==> src/rtl/pulse_gen.sv <==
// pulse_gen: turns a single-cycle start trigger into a train of level pulses
// with run-time high/low widths and pulse count.
//   clk, rst   : clock (rising edge), asynchronous active-high reset
//   start      : single-cycle trigger, accepted only while idle and stop=0
//   stop       : single-cycle request to end the train after the current high phase
//   high_len   : high-phase length in cycles (0 treated as 1), sampled on start
//   low_len    : low-phase length in cycles (0 treated as 1), sampled on start
//   pulse_cnt  : number of pulses, 0 = run until stop, sampled on start
//   out        : generated pulse train (registered)
//   busy       : train in progress (registered)
//   done       : one-cycle strobe in the first idle cycle after a train ends
module pulse_gen #(
   parameter int unsigned CNT_W = 16
) (
   input  logic             clk,
   input  logic             rst,
   input  logic             start,
   input  logic             stop,
   input  logic [CNT_W-1:0] high_len,
   input  logic [CNT_W-1:0] low_len,
   input  logic [CNT_W-1:0] pulse_cnt,
   output logic             out,
   output logic             busy,
   output logic             done
);

   typedef enum logic [1:0] {
      IDLE = 2'd0,
      HIGH = 2'd1,
      LOW  = 2'd2
   } state_t;

   state_t           state_q, state_d;
   logic [CNT_W-1:0] h_q, h_d;
   logic [CNT_W-1:0] l_q, l_d;
   logic [CNT_W-1:0] n_q, n_d;
   logic [CNT_W-1:0] phase_q, phase_d;
   logic [CNT_W-1:0] pidx_q, pidx_d;
   logic             stop_pend_q, stop_pend_d;
   logic             out_d, busy_d, done_d;
   logic             last_pulse;

   // Only a nonzero count can run out; N=0 runs until stop.
   assign last_pulse = (n_q != '0) && (pidx_q == n_q);

   // State and counter registers
   always_ff @(posedge clk or posedge rst) begin
      if (rst) begin
         state_q     <= IDLE;
         h_q         <= '0;
         l_q         <= '0;
         n_q         <= '0;
         phase_q     <= '0;
         pidx_q      <= '0;
         stop_pend_q <= 1'b0;
         out         <= 1'b0;
         busy        <= 1'b0;
         done        <= 1'b0;
      end else begin
         state_q     <= state_d;
         h_q         <= h_d;
         l_q         <= l_d;
         n_q         <= n_d;
         phase_q     <= phase_d;
         pidx_q      <= pidx_d;
         stop_pend_q <= stop_pend_d;
         out         <= out_d;
         busy        <= busy_d;
         done        <= done_d;
      end
   end

   // Next-state and next-output logic
   always_comb begin
      state_d     = state_q;
      h_d         = h_q;
      l_d         = l_q;
      n_d         = n_q;
      phase_d     = phase_q;
      pidx_d      = pidx_q;
      stop_pend_d = stop_pend_q;
      done_d      = 1'b0;

      case (state_q)
         IDLE: begin
            if (start && !stop) begin
               state_d     = HIGH;
               h_d         = (high_len == '0) ? CNT_W'(1) : high_len;
               l_d         = (low_len == '0) ? CNT_W'(1) : low_len;
               n_d         = pulse_cnt;
               phase_d     = CNT_W'(1);
               pidx_d      = CNT_W'(1);
               stop_pend_d = 1'b0;
            end
         end

         HIGH: begin
            stop_pend_d = stop_pend_q | stop;
            if (phase_q == h_q) begin
               // A stop arriving in the final high cycle still ends here
               if (last_pulse || stop_pend_q || stop) begin
                  state_d     = IDLE;
                  phase_d     = '0;
                  stop_pend_d = 1'b0;
                  done_d      = 1'b1;
               end else begin
                  state_d = LOW;
                  phase_d = CNT_W'(1);
               end
            end else begin
               phase_d = phase_q + CNT_W'(1);
            end
         end

         LOW: begin
            if (stop || stop_pend_q) begin
               state_d     = IDLE;
               phase_d     = '0;
               stop_pend_d = 1'b0;
               done_d      = 1'b1;
            end else if (phase_q == l_q) begin
               state_d = HIGH;
               phase_d = CNT_W'(1);
               pidx_d  = pidx_q + CNT_W'(1);
            end else begin
               phase_d = phase_q + CNT_W'(1);
            end
         end

         default: begin
            state_d = IDLE;
         end
      endcase

      out_d  = (state_d == HIGH);
      busy_d = (state_d != IDLE);
   end

endmodule

==> config.mk <==
export PLATFORM = sky130hd
export DESIGN_NAME = pulse_gen
export DESIGN_NICKNAME = d
export VERILOG_FILES = /design/src/rtl/pulse_gen.sv
export SDC_FILE = /design/constraint.sdc
export NUM_CORES = 1
export LEC_CHECK = 0
export CAP_MARGIN = 10
export CORE_ASPECT_RATIO = 0.5
export CORE_MARGIN = 3
export CORE_UTILIZATION = 55
export CTS_CLUSTER_SIZE = 30
export DETAILED_ROUTE_END_ITERATION = 7
export PLACE_DENSITY = 0.89
export RECOVER_POWER = 50
export SKIP_CTS_REPAIR_TIMING = 1
export SLEW_MARGIN = 5
export SYNTH_ARGS = -nofsm -noshare
export SYNTH_HDL_FRONTEND = slang
export SYNTH_SLANG_ARGS = --single-unit
==> constraint.sdc <==
create_clock -name clk -period 5.4 [get_ports clk]
set_clock_uncertainty 0.1 [all_clocks]
set_input_delay 1.08 -clock clk [delete_from_list [all_inputs] [get_ports clk]]
set_output_delay 1.08 -clock clk [all_outputs]
set_load 0.01 [all_outputs]
## Word level (Yosys, flattened, before mapping)

Index checks and enable logic that the tools add are counted.

- Register bits: 86
- Output and inout port bits: 3
- Word-level logic and storage cells: 66

- Add/sub/neg operators: 2
- Eq/ne operators: 10
- Mux-type cells: 26
- Bitwise logic cells: 1
- Reduce and logical (&&, ||, !) cells: 17

Operators with widths:

| operator | count |
|---|---|
| $mux W16 | 8 |
| $eq A16 B16 Y1 | 3 |
| $pmux W16 S3 | 1 |
| $add A16 B1 Y16 const B | 2 |
| $logic_not A16 Y1 | 2 |
| $pmux W16 S2 | 1 |
| $reduce_bool A16 Y1 | 1 |
| $mux W2 | 5 |
| $mux W1 | 8 |
| $ne A2 B2 Y1 const B | 4 |
| $pmux W2 S3 | 1 |
| $eq A2 B1 Y1 const B | 2 |
| $reduce_and A2 Y1 | 2 |
| $reduce_and A4 Y1 | 1 |
| $reduce_bool A2 Y1 | 2 |
| $logic_or A1 B1 Y1 | 3 |
| $pmux W1 S3 | 1 |
| $reduce_and A3 Y1 | 1 |
| $reduce_bool A3 Y1 | 1 |
| $eq A2 B2 Y1 const B | 1 |
| $logic_and A1 B1 Y1 | 2 |
| $logic_not A2 Y1 | 1 |
| $pmux W1 S2 | 1 |
| $logic_not A1 Y1 | 1 |
| $or A1 B1 Y1 | 1 |

## Longest topological paths before layout

Gate-level depths: netlist (run 1).

- Depth after elaboration: 8
- Depth in mapped cells: 10
- Depth with buffers taken out: 7

## Least setup slack after synthesis (run 1)

OpenSTA, ideal clock, no wires.

- Kind: in2reg
- From: in stop
- To: reg pidx_q[15]
- Setup time: 0.077 ns
- Arrival: 2.478 ns
- Required time: 5.223 ns
- Setup slack: 2.745 ns
- Stages on the path: 6
- Cell sequence: nand2b_1 -> and2_1 -> buf_4 -> or4b_1 -> or3_1 -> a21oi_1

- Longest elaborated chain between the ends: 4
- Elaborated cells between the ends (all ways): 6
- Those cells by class: 2 x eq/ne; 4 x reduce/logical

RTL lines:

| item | RTL line | source |
|---|---|---|
| start, declared | 18 | `input logic stop,` |
| $logic_not A1 Y1 | 86 | `if (start && !stop) begin` |
| $logic_and A1 B1 Y1 | 86 |  |
| $ne A2 B2 Y1 (no source line) | n/a |  |
| $reduce_and A4 Y1 (no source line) (*) | n/a |  |
| end signal, assigned | 65 | `pidx_q <= pidx_d;` |
| end, declared | 38 | `logic [CNT_W-1:0] pidx_q, pidx_d;` |

Mark *: on every way between the ends. The rest lies on a longest branch, timed or not.
A chain may end at the register's enable or synchronous reset.

==> out/metrics.csv, run 1 <==
metric,value,unit
gr ovfl total,0,
Post-Synth Simple-Gate Area,16.96,%
hold path depth,2,
Setup WS pre-CTS,1.983,ns
Post-synth EDFFs,0,
"Worst Path Class, Setup",in -> async,
Vias/cell,5.884,
NetSw,0.0007603,W
clk sink count,86,
Pint,0.001618,W
r2r startpoint,phase_q[0],
top-area cell type share of the netlist area,47.44,%
Area Overhead vs Synth,20.16,%
Routed WL,10070,um
predominant post-synthesis flop cell,dfrtp_1,
initial antenna violation count,0,
sw frac,31.97,%
max-slew violation count,56,
ys async rst share,100.0,%
syn_nets,490,
dominant cell type by area after synthesis,dfrtp_1,
Seq cells post-synth,86,
fin worst setup slack,2.230,ns
Rows,22,
largest net degree at the start of global routing,56,
# DRC,0,
Routability Congestion,0.9102,
Port Buf Inserts,54,
final hold violation count,0,
unrepaired setup endpoints after global routing,false,
vias in the first global route,3436,
capturing point of the worst reg2reg path,phase_q[12],
share of power burned in registers,42.7,%
clock latency on the worst-skew pair,0.35,ns
GRT Total Usage,22.85,%
Worst Tran Pin Value,2.319,ns
CP Capture Type,asynchronous set/reset pin,
hold_sp,l_q[0],
largest cells by area after synthesis,"dfrtp_1 (47%), mux2_2 (11%), xnor2_1 (8.7%)",
Max Cap Violations,1,
leakage,2.136,nW
Synth cell types,49,
die width,134.4,um
Final nets,532,
post-synthesis adder-cell area fraction,1.655,%
HP Class,reg -> reg,
Worst-path clk slew,0.06,ns
Synth Area in XOR/XNOR,11.00,%
Synth Area in Compound Gates,8.081,%
post-synthesis mux area share,11.64,%
wire per inst,17.16,um
ratio of cells with drive above 1 in the final layout,14.82,%
Die ar.,9441,um^2
WHS,0.4126,ns
global-route wire length before repair,16910,um
synthesized area per cell,10.50,um^2
Final setup violation count,0,
Initial Util,59.29,%
diode count,0,
Reg2Reg Depth,6,
Final Util,71.24,%
reg2reg setup slack,2.64,ns
"most common cell after layout, fill and taps aside",dfrtp_1,
core area,7652,um^2
io pins,55,
Cells after Synth,432,
Initial DRT Pass Iterations,4,
slew margin rel.,-55.45,%
CTS buffer count,9,
1st-iter DRT viols,253,
warnings from Yosys,0,
TNS Setup,0,ns
Crit path arrival time,3.56,ns
failing checks,"max-capacitance violations, max-slew violations",
CP max FO,55,
HPWL Detailed,7206,um
largest family of logic cells by synthesized area,simple AND/OR/NAND/NOR gates,
Via Count,3454,
Synth Cell Area,4537,um^2
outcome,"complete, but fails checks",
Max Fclk,315.5,MHz
FILL cells,573,
sequential share of the synthesized area,47.44,%
root buffer cell,clkbuf_16,
"commonest non-fill, non-tap cells in the layout","dfrtp_1 (86), clkdlybuf4s50_1 (50), mux2_2 (46)",
clock buffer depth,2,
clock share of power,28.7,%
Max VDD drop,0.0002618,V
post-route antenna net violation count,0,
Power Total,0.002378,W
logic gate share of total power,28.5,%
DIE HEIGHT,70.22,um
CTS tree,done,
Hold Path End,l_q[0],
Final Critical Period,3.170,ns
Tcrit/Tclk final,58.70,%
Worst setup SP type,primary input,
Pwr Density,436.2,nW/um^2
H-Tree Depth,3,
Critical Path RT,5.79,ns
==> worst max-delay path, stage by stage <==
cell           delay (ns)
dlygate4sd3_1        0.55
clkinvlp_2           1.32
buf_4                0.58
==> power by group through the flow <==
stage | clock, W | combinational (W) | sequential, W
after floorplan | 0 | 0.000528 | 0.000974
after global placement | 0 | 0.000647 | 0.00101
after detailed placement | 0 | 0.000674 | 0.00102
after CTS | 0.000691 | 0.000684 | 0.00102
after global routing | 0.000715 | 0.000752 | 0.00104
final | 0.000683 | 0.000679 | 0.00102
==> sequential cells by signal, indices dropped and copies added, names as in the netlist <==
name,flops
busy,1
n_q,16
phase_q,16
state_q,2
done,1
out,1
pidx_q,16
l_q,16
stop_pend_q,1
h_q,16
==> cells by family (layout without fill, tap and decap cells) <==
kind of cell / Yosys count / count (layout)
adders and majority gates: 6 / 6
muxes: 47 / 47
AOI/OAI and AO/OA: 60 / 60
and+or+nand+nor: 140 / 140
DFF: 86 / 86
buffers and inverters: 36 / 83
xor gates and xnor gates: 57 / 57
==> synthesized netlist by cell type, types with 5 or more instances <==
cell      count
a21oi_1      19
dfrtp_1      86
xor2_1       12
inv_1        11
nand4_1      19
or3_1         8
o31ai_1       5
nand3_1      15
xnor2_1      45
nand2_1      28
o21ai_0      16
clkbuf_1     17
nor2_1       25
buf_2         6
mux2_2       46
nor4_1       14
ha_1          6
==> layout make-up <==
type	instances	area [um^2]	area share (%)
sequential	86	2152	39.48
clock inverter	6	92.59	1.698
multi-input combinational	310	2238	41.06
timing repair buffer	56	551.8	10.12
inverter	11	42.54	0.7804
clock buffer	10	239.0	4.384
tap	108	135.1	2.479
==> metrics by stage <==
step	std cells	cell area [um^2]
after floorplan	432	4537
after global placement	571	5124
after detailed placement	571	5124
after CTS	587	5455
after global routing	587	5451
final	587	5451
==> how the worst max path moves through the flow <==
stage	from	to	depth (start not counted)
after global placement	stop	out	6
after CTS	stop	out	6
after global routing	rst	pidx_q[14]	3
final	rst	n_q[0]	3
after detailed placement	stop	busy	6
after floorplan	rst	busy	1
==> metal layers <==
metal / vias up / part of all wire, % / track usage, %
met5: - / 0 / 0
met4: 0 / 2.4 / 7.788
met3: 23 / 6.0 / 8.201
met2: 112 / 49 / 37.54
met1: 1690 / 43 / 28.16
li1: 1629 / - / -
(Power assumes the default switching activity.)
==> run 2: changes to the inputs <==
- CORE_UTILIZATION: 55 -> 51
- PLACE_DENSITY: 0.89 -> 0.87
- clock period: 5.4 -> 2.7 ns (I/O delays scaled with it)
==> out/metrics.csv, run 2 (synthesis gave the netlist of run 1 again) <==
metric,value,unit
outcome,"complete, no violations",
Post-DP Area,5299,um^2
leakage,2.209,nW
CTS tree,done,
Pint,0.003123,W
CP Capture Type,register,
Final nets,551,
clock share of power,24.9,%
diode count,0,
Crit path arrival time,2.61,ns
"Worst Path Class, Setup",reg -> reg,
Tcrit/Tclk final,90.75,%
"commonest non-fill, non-tap cells in the layout","dfrtp_1 (86), clkdlybuf4s50_1 (52), mux2_2 (46)",
Initial Util,54.55,%
global-route wire length before repair,17390,um
TNS Setup,0,ns
Max Fclk,408.1,MHz
Via Count,3490,
unrepaired setup endpoints after global routing,false,
clk sink count,86,
Die ar.,10130,um^2
Max Cap Violations,0,
share of power burned in registers,43.4,%
post-route antenna net violation count,0,
Routed WL,10340,um
area occupied by multi-input gates,2246,um^2
FILL cells,636,
logic gate share of total power,31.7,%
HP Class,reg -> reg,
cell area after layout,5548,um^2
final hold violation count,0,
1st-iter DRT viols,269,
die width,139.4,um
HPWL Detailed,7615,um
ratio of cells with drive above 1 in the final layout,17.87,%
Max VDD drop,0.0004762,V
WHS,0.4254,ns
Worst-path clk slew,0.06,ns
storage element area,2152,um^2
root buffer cell,clkbuf_16,
H-Tree Depth,3,
Final setup violation count,0,
CTS buffer count,9,
largest net degree at the start of global routing,32,
sw frac,32.77,%
slew margin rel.,46.08,%
Area Overhead vs Synth,22.28,%
Routability Congestion,0.8536,
Port Buf Inserts,54,
NetSw,0.001522,W
wire per inst,16.96,um
Pwr Density,837.2,nW/um^2
io pins,55,
"most common cell after layout, fill and taps aside",dfrtp_1,
gr ovfl total,0,
Vias/cell,5.721,
Rows,23,
core area,8317,um^2
clock buffer depth,2,
Worst Tran Pin Value,0.8088,ns
# DRC,0,
DIE HEIGHT,72.70,um
initial antenna violation count,0,
Worst setup SP type,register,
clock latency on the worst-skew pair,0.34,ns
max-slew violation count,0,
Initial DRT Pass Iterations,4,
CP max FO,26,
GRT Total Usage,21.87,%
vias in the first global route,3523,
Critical Path RT,2.86,ns
Final Critical Period,2.450,ns
-- run 2: worst paths after layout --
check / startpoint / endpoint / slack [ns] / cells past startpoint
max: phase_q[12] / pidx_q[14] / 0.25 / 6
max reg2reg: phase_q[12] / pidx_q[14] / 0.25 / 6
max in group asynchronous: rst / pidx_q[15] / 0.74 / 3
min: l_q[0] / l_q[0] / 0.43 / 2
min in group asynchronous: rst / h_q[11] / 0.63 / 2
min reg2reg: l_q[0] / l_q[0] / 0.43 / 2
-- run 2: stage by stage --
stage	setup slack (ns)	power, W	std cells	util, %
detailed placement	0.05767	0.003488	594	63.71
global placement	0.1495	0.003411	594	63.71
CTS	0.2316	0.004657	610	67.05
global route	0.04253	0.004921	610	66.71
finish	0.2497	0.004645	610	66.71
floorplan	0.5651	0.003005	432	-
-- run 2: power groups by stage --
stage	Sequential [W]	Clock [W]	Combinational [W]
after global placement	0.00201	0	0.00140
after global routing	0.00207	0.00124	0.00161
after CTS	0.00201	0.00117	0.00148
final	0.00201	0.00116	0.00147
after detailed placement	0.00203	0	0.00146
after floorplan	0.00195	0	0.00106
-- run 2: area by class of cell --
class                   count  area share [%]
repair buffers             75           12.43
multi-input cells         310           40.48
well taps                 112           2.526
clock inverters             5          0.6315
flip-flops and latches     86           38.79
inverters                  11          0.7668
clock buffers              11           4.375
-- run 2: critical path: stages (launching register included) --
cell,delay (ns)
dfrtp_1,0.50
xnor2_1,0.16
nand4_1,0.19
nor4_4,0.48
a21oi_4,0.24
or4b_1,0.50
a21oi_1,0.19
-- run 2: per-layer routing --
metal / wire [um] / share of wire [%] / track usage, %
met1: 4500 / 44 / 27.22
met2: 5119 / 49 / 37.11
met3: 471 / 4.6 / 6.545
met4: 252 / 2.4 / 7.592
met5: 0 / 0 / 0
